`config.mk`:
```
export PLATFORM = sky130hd
export DESIGN_NAME = mem_arbiter_flat
export DESIGN_NICKNAME = d
export VERILOG_FILES = /design/src/rtl/mem_arb_pkg.sv /design/src/rtl/mem_arbiter_if.sv /design/src/rtl/mem_arb_pick.sv /design/src/rtl/mem_arbiter.sv /design/src/flat_wrapper.sv
export SDC_FILE = /design/constraint.sdc
export NUM_CORES = 1
export LEC_CHECK = 0
export CAP_MARGIN = 20
export CORE_MARGIN = 2
export CORE_UTILIZATION = 37
export CTS_BUF_LIST = sky130_fd_sc_hd__clkbuf_8
export CTS_CLUSTER_DIAMETER = 50
export CTS_CLUSTER_SIZE = 8
export DETAILED_ROUTE_END_ITERATION = 10
export GPL_TIMING_DRIVEN = 0
export HOLD_SLACK_MARGIN = 0.15
export PLACE_DENSITY = 0.74
export SKIP_LAST_GASP = 1
export SYNTH_ARGS = -nofsm -noshare
export SYNTH_HDL_FRONTEND = slang
export SYNTH_SLANG_ARGS = --single-unit
export TNS_END_PERCENT = 1
```
`constraint.sdc`:
```
create_clock -name clk -period 2.15 [get_ports clk]
set_input_delay 0.43 -clock clk [delete_from_list [all_inputs] [get_ports clk]]
set_output_delay 0.43 -clock clk [all_outputs]
set_load 0.02 [all_outputs]
```
`src/rtl/mem_arb_pkg.sv`:
```
// ============================================================================
// Module   : mem_arb_pkg
// Brief    : Shared FSM state and owner encodings for the memory arbiter.
// Revision : 1.0
// ============================================================================
`default_nettype none

package mem_arb_pkg;

    localparam logic [1:0] IDLE = 2'd0;
    localparam logic [1:0] ADDR = 2'd1;
    localparam logic [1:0] DATA = 2'd2;
    localparam logic [1:0] DONE = 2'd3;

    localparam logic OWN_INST = 1'b0;
    localparam logic OWN_DATA = 1'b1;

endpackage

`default_nettype wire

```
`src/rtl/mem_arbiter_if.sv`:
```
// ============================================================================
// Module   : mem_arbiter_if
// Brief    : Requester and memory-bus signals of the fetch/data memory arbiter.
// Revision : 1.0
// ============================================================================
`default_nettype none

interface mem_arbiter_if #(
    parameter int AW = 32,
    parameter int DW = 32
);
    logic          inst_req;
    logic [AW-1:0] inst_addr;
    logic [DW-1:0] inst_rdata;
    logic          inst_ok;

    logic          data_req;
    logic          data_wr;
    logic [3:0]    data_wstrb;
    logic [AW-1:0] data_addr;
    logic [DW-1:0] data_wdata;
    logic [DW-1:0] data_rdata;
    logic          data_ok;

    logic          mem_req;
    logic          mem_wr;
    logic [3:0]    mem_wstrb;
    logic [AW-1:0] mem_addr;
    logic [DW-1:0] mem_wdata;
    logic          mem_addr_ok;
    logic          mem_data_ok;
    logic [DW-1:0] mem_rdata;

    modport master (
        input  inst_req, inst_addr,
        input  data_req, data_wr, data_wstrb, data_addr, data_wdata,
        input  mem_addr_ok, mem_data_ok, mem_rdata,
        output inst_rdata, inst_ok, data_rdata, data_ok,
        output mem_req, mem_wr, mem_wstrb, mem_addr, mem_wdata
    );

    modport slave (
        output inst_req, inst_addr,
        output data_req, data_wr, data_wstrb, data_addr, data_wdata,
        output mem_addr_ok, mem_data_ok, mem_rdata,
        input  inst_rdata, inst_ok, data_rdata, data_ok,
        input  mem_req, mem_wr, mem_wstrb, mem_addr, mem_wdata
    );

endinterface

`default_nettype wire

```
`src/rtl/mem_arb_pick.sv`:
```
// ============================================================================
// Module   : mem_arb_pick
// Brief    : Combinational grant select; round-robin when MEM_ARB_RR_EN is
//            defined, fixed data priority otherwise.
// Revision : 1.0
// ============================================================================
`default_nettype none

module mem_arb_pick
    import mem_arb_pkg::*;
(
    input  wire logic inst_req,
    input  wire logic data_req,
    input  wire logic last_owner,
    output logic      grant,
    output logic      any_req
);

    assign any_req = inst_req | data_req;

`ifdef MEM_ARB_RR_EN
    // On contention the owner that did not win last time gets the bus.
    always_comb begin
        grant = OWN_INST;
        if (inst_req && data_req) begin
            grant = ~last_owner;
        end else if (data_req) begin
            grant = OWN_DATA;
        end
    end
`else
    logic w_unused_last_owner;
    assign w_unused_last_owner = last_owner;

    always_comb begin
        grant = data_req ? OWN_DATA : OWN_INST;
    end
`endif

endmodule

`default_nettype wire

```
`src/rtl/mem_arbiter.sv`:
```
// ============================================================================
// Module   : mem_arbiter
// Brief    : Shares one SRAM-like bus between fetch and data, one transaction
//            at a time. Optional round-robin grant via MEM_ARB_RR_EN.
// Revision : 1.0
// ============================================================================
`default_nettype none

module mem_arbiter
    import mem_arb_pkg::*;
#(
    parameter int AW = 32,
    parameter int DW = 32
) (
    input wire logic      clk,
    input wire logic      rst,
    mem_arbiter_if.master bus
);

    logic [1:0]    r_state;
    logic          r_owner;
    logic          r_wr;
    logic [3:0]    r_wstrb;
    logic [AW-1:0] r_addr;
    logic [DW-1:0] r_wdata;
    logic [DW-1:0] r_inst_rdata;
    logic [DW-1:0] r_data_rdata;

    logic          w_grant;
    logic          w_any_req;
    logic          w_capture;

    // r_owner doubles as the last-granted owner for the round-robin picker.
    mem_arb_pick u_pick (
        .inst_req   (bus.inst_req),
        .data_req   (bus.data_req),
        .last_owner (r_owner),
        .grant      (w_grant),
        .any_req    (w_any_req)
    );

    always_comb begin
        w_capture = 1'b0;
        if (r_state == ADDR) begin
            w_capture = bus.mem_addr_ok & bus.mem_data_ok;
        end else if (r_state == DATA) begin
            w_capture = bus.mem_data_ok;
        end
    end

    always_ff @(posedge clk) begin
        if (rst) begin
            r_state      <= IDLE;
            r_owner      <= OWN_DATA;
            r_wr         <= 1'b0;
            r_wstrb      <= 4'b0000;
            r_addr       <= '0;
            r_wdata      <= '0;
            r_inst_rdata <= '0;
            r_data_rdata <= '0;
        end else begin
            case (r_state)
                IDLE: begin
                    if (w_any_req) begin
                        r_owner <= w_grant;
                        r_state <= ADDR;
                        if (w_grant == OWN_DATA) begin
                            r_wr    <= bus.data_wr;
                            r_wstrb <= bus.data_wstrb;
                            r_addr  <= bus.data_addr;
                            r_wdata <= bus.data_wdata;
                        end else begin
                            r_wr    <= 1'b0;
                            r_wstrb <= 4'b0000;
                            r_addr  <= bus.inst_addr;
                            r_wdata <= '0;
                        end
                    end
                end
                ADDR: begin
                    if (bus.mem_addr_ok) begin
                        r_state <= bus.mem_data_ok ? DONE : DATA;
                    end
                end
                DATA: begin
                    if (bus.mem_data_ok) begin
                        r_state <= DONE;
                    end
                end
                default: begin
                    r_state <= IDLE;
                end
            endcase

            // Stores complete without disturbing the last load result.
            if (w_capture) begin
                if (r_owner == OWN_INST) begin
                    r_inst_rdata <= bus.mem_rdata;
                end else if (!r_wr) begin
                    r_data_rdata <= bus.mem_rdata;
                end
            end
        end
    end

    assign bus.mem_req    = (r_state == ADDR);
    assign bus.mem_wr     = r_wr;
    assign bus.mem_wstrb  = r_wstrb;
    assign bus.mem_addr   = r_addr;
    assign bus.mem_wdata  = r_wdata;
    assign bus.inst_ok    = (r_state == DONE) && (r_owner == OWN_INST);
    assign bus.data_ok    = (r_state == DONE) && (r_owner == OWN_DATA);
    assign bus.inst_rdata = r_inst_rdata;
    assign bus.data_rdata = r_data_rdata;

endmodule

`default_nettype wire
```
`src/flat_wrapper.sv`:
```
// flat-port wrapper written by rule: the top's interface ports become plain ports
module mem_arbiter_flat import mem_arb_pkg::*;
#(
    parameter int AW = 32,
    parameter int DW = 32
)
  (clk, rst, bus_inst_req, bus_inst_addr, bus_data_req, bus_data_wr, bus_data_wstrb, bus_data_addr, bus_data_wdata, bus_mem_addr_ok, bus_mem_data_ok, bus_mem_rdata, bus_inst_rdata, bus_inst_ok, bus_data_rdata, bus_data_ok, bus_mem_req, bus_mem_wr, bus_mem_wstrb, bus_mem_addr, bus_mem_wdata);
  mem_arbiter_if #(.AW(AW), .DW(DW)) bus_i ();
  input wire logic clk;
  input wire logic rst;
  input wire logic [$bits(bus_i.inst_req)-1:0] bus_inst_req;
  input wire logic [$bits(bus_i.inst_addr)-1:0] bus_inst_addr;
  input wire logic [$bits(bus_i.data_req)-1:0] bus_data_req;
  input wire logic [$bits(bus_i.data_wr)-1:0] bus_data_wr;
  input wire logic [$bits(bus_i.data_wstrb)-1:0] bus_data_wstrb;
  input wire logic [$bits(bus_i.data_addr)-1:0] bus_data_addr;
  input wire logic [$bits(bus_i.data_wdata)-1:0] bus_data_wdata;
  input wire logic [$bits(bus_i.mem_addr_ok)-1:0] bus_mem_addr_ok;
  input wire logic [$bits(bus_i.mem_data_ok)-1:0] bus_mem_data_ok;
  input wire logic [$bits(bus_i.mem_rdata)-1:0] bus_mem_rdata;
  output wire logic [$bits(bus_i.inst_rdata)-1:0] bus_inst_rdata;
  output wire logic [$bits(bus_i.inst_ok)-1:0] bus_inst_ok;
  output wire logic [$bits(bus_i.data_rdata)-1:0] bus_data_rdata;
  output wire logic [$bits(bus_i.data_ok)-1:0] bus_data_ok;
  output wire logic [$bits(bus_i.mem_req)-1:0] bus_mem_req;
  output wire logic [$bits(bus_i.mem_wr)-1:0] bus_mem_wr;
  output wire logic [$bits(bus_i.mem_wstrb)-1:0] bus_mem_wstrb;
  output wire logic [$bits(bus_i.mem_addr)-1:0] bus_mem_addr;
  output wire logic [$bits(bus_i.mem_wdata)-1:0] bus_mem_wdata;
  assign bus_i.inst_req = bus_inst_req;
  assign bus_i.inst_addr = bus_inst_addr;
  assign bus_i.data_req = bus_data_req;
  assign bus_i.data_wr = bus_data_wr;
  assign bus_i.data_wstrb = bus_data_wstrb;
  assign bus_i.data_addr = bus_data_addr;
  assign bus_i.data_wdata = bus_data_wdata;
  assign bus_i.mem_addr_ok = bus_mem_addr_ok;
  assign bus_i.mem_data_ok = bus_mem_data_ok;
  assign bus_i.mem_rdata = bus_mem_rdata;
  assign bus_inst_rdata = bus_i.inst_rdata;
  assign bus_inst_ok = bus_i.inst_ok;
  assign bus_data_rdata = bus_i.data_rdata;
  assign bus_data_ok = bus_i.data_ok;
  assign bus_mem_req = bus_i.mem_req;
  assign bus_mem_wr = bus_i.mem_wr;
  assign bus_mem_wstrb = bus_i.mem_wstrb;
  assign bus_mem_addr = bus_i.mem_addr;
  assign bus_mem_wdata = bus_i.mem_wdata;
  mem_arbiter #(.AW(AW), .DW(DW)) u_core (.clk(clk), .rst(rst), .bus(bus_i));
endmodule
```
==> out/qor.txt <==
run status - finished, violations left
failing checks - negative setup slack
Inserted Diodes - 0
Final #Nets - 1,019
Synth Cell Area - 5609 sq um
Syn. warnings - 0
Final min period - 2.184 ns
Final Hold Fails - 0
clk sinks - 136
via count - 5,126
Fmax - 457.8 MHz
placement-stage cell area - 8567 sq um
Root Driver - clkbuf_8
clk slew on worst S/H paths - 0.07 ns
r2r worst-path depth - 7
clk buf depth - 2
post-layout instance area - 8990 sq um
Die Ht - 127.1 um
Unique masters post-synth - 26
global placer's final weighted congestion - 0.8477
Core Rows - 45
die width - 127.1 um
area of the multi-input gates - 2661 sq um
unrepaired setup endpoints after global routing - yes
Hold Crit Depth - 2
placed cells - 1,043
slew of the pin with the lowest slew margin - 0.5392 ns
postcts setup bufs - 0
Startpoint Class - flop
first-pass GRT wire length - 26.66 mm
die area - 16,160 sq um
fin crit share - 101.6%
Syn Nets - 728
post-route antenna net violation count - 0
number of DRC markers in iteration 0 - 200
Pleak - 0.003530 uW
critical path fanouts, max - 5
CP required - 1.72 ns
GR Overflow Total - 0
CTS tree - built
Area Growth Syn to Fin - 60.27%
slew margin rel. - 64.05%
final setup margin - -0.03418 ns
Setup Skew - 0.01250 ns
core area - 15,030 sq um
WL/cell - 16.05 um
hold slack - 0.4512 ns
TritonCTS Buffers - 17
DP Wirelength - 13.39 mm
Final Max Slew Viols - 0
Setup CP Type - reg2out
Final Setup Violations - 1
most common cell after layout, fill and taps aside - clkdlybuf4s50_1
sequential area share after synthesis - 48.54%
number of max-cap violations - 0
FF/Latch Area - 2723 sq um
worst vdd ir - 394.4 uV
PwrDens - 969.6 nW/um^2
largest net degree at the start of global routing - 17
Post-Syn Instances - 583
initial antenna violation count - 0
GRT Overall Usage - 21.23%
CP Capture Type - primary output
port bufs - 272
vias in the first global route - 5,145
crit path DAT - 1.75 ns
Worst-Skew Late Latency - 0.45 ns
Yosys reg bits - 136
Initial Util - 37.31%
final wirelength - 17.25 mm
vias per cell - 4.768
# H-tree levels - 4
layout cells sized above 1 - 5.411%
CTS Hold Buffers Added - 0
first-pass detailed-route iteration total - 4
Hold Crit Class - reg2reg
# IOs - 275
most frequent cells in the layout - clkdlybuf4s50_1 (270), dfxtp_1 (136), nand2b_1 (98), mux2i_1 (98), nand2_1 (39)
syn avg cell area - 9.621 sq um
FILL cells - 1,379
final instance count without filler cells - 1,075
DR DRC count - 0
==> report_power, final <==
part	total (uW)	switching, uW	internal (uW)	leakage [uW]
Sequential	3250	262	2990	0.00111
Clock	2210	1010	1200	0.000214
Combinational	3260	1760	1490	0.00220
==> per-layer routing <==
layer | track usage, % | vias to the layer above | wire length, um
met4 | 7.498 | 0 | 414
met3 | 8.501 | 26 | 1409
met2 | 37.32 | 211 | 8418
met1 | 23.22 | 2327 | 7009
li1 | - | 2562 | -
met5 | 0 | - | 0
==> per-stage QoR <==
step	utilization, %	power (uW)	worst slack [ns]	TNS (ns)
finish	59.80	8716	-0.03418	-0.03418
global route	59.80	9176	-0.1145	-0.6555
CTS	59.74	8791	-0.1016	-0.4774
detailed placement	56.99	6574	-0.2270	-5.002
global placement	56.99	6545	-0.1434	-4.212
floorplan	-	4995	0.2226	0
==> sequential cells by signal, indices dropped and copies added (netlist names) <==
signal,cells
u_core.bus.inst_rdata,32
u_core.bus.mem_wr,1
u_core.bus.mem_wdata,32
u_core.bus.mem_addr,32
u_core.bus.data_rdata,32
u_core.bus.mem_wstrb,4
u_core.r_state,2
u_core.r_owner,1
==> critical path, cell delays in order (launching register included) <==
cell,delay [ns]
dfxtp_1,0.42
inv_1,0.11
ha_1,0.22
clkdlybuf4s50_1,0.57
==> final cells by class <==
class	instances	share of cell area, %
repair buffers	272	30.30
flip-flops and latches	136	30.29
multi-input cells	394	29.60
clock buffers	19	2.909
well taps	188	2.617
plain buffers	49	2.408
clock inverters	13	1.712
inverters	4	0.1670
==> cells in the mapped netlist <==
cell / instances / area [sq um]
ha_1: 6 / 75.07
buf_1: 2 / 7.510
nand2_1: 39 / 146.4
dfxtp_1: 136 / 2723
nand3b_1: 1 / 7.510
nor3_2: 1 / 10.01
buf_6: 2 / 22.52
a21oi_1: 37 / 185.2
and2_1: 1 / 6.260
inv_1: 4 / 15.01
nor2_1: 34 / 127.6
mux2i_1: 98 / 980.9
or4b_1: 1 / 10.01
nor4b_1: 1 / 8.760
nand3_1: 37 / 185.2
clkbuf_1: 31 / 116.4
buf_2: 14 / 70.07
nor3_1: 1 / 5.000
or3_1: 1 / 6.260
nand2b_1: 98 / 613.1
nor2b_1: 1 / 6.260
o21a_1: 1 / 7.510
a211oi_1: 33 / 247.7
o21ai_0: 1 / 5.000
mux2_2: 1 / 11.26
a222oi_1: 1 / 10.01
==> cells by family after synthesis <==
family,share of synthesized area [%]
compound gates,8.120
buf+inv,4.127
fa+ha+maj,1.338
mux,17.69
simple gates,20.19
flops,48.54
==> what timing repair did <==
item	CTS	global route
pin swaps	0	0
gates resized for setup	1	2
setup endpoints to repair	22	40
==> worst paths after layout <==
check	startpoint	end	slack [ns]
worst max register to register	u_core.r_state[1]	u_core.bus.data_rdata[11]	0.10
worst min-delay path	u_core.bus.mem_wdata[22]	u_core.bus.mem_wdata[22]	0.45
worst max-delay path	u_core.r_state[1]	bus_mem_req	-0.03
worst min register to register	u_core.bus.mem_wdata[22]	u_core.bus.mem_wdata[22]	0.45
No activity file was read; power rests on OpenSTA's default activity.
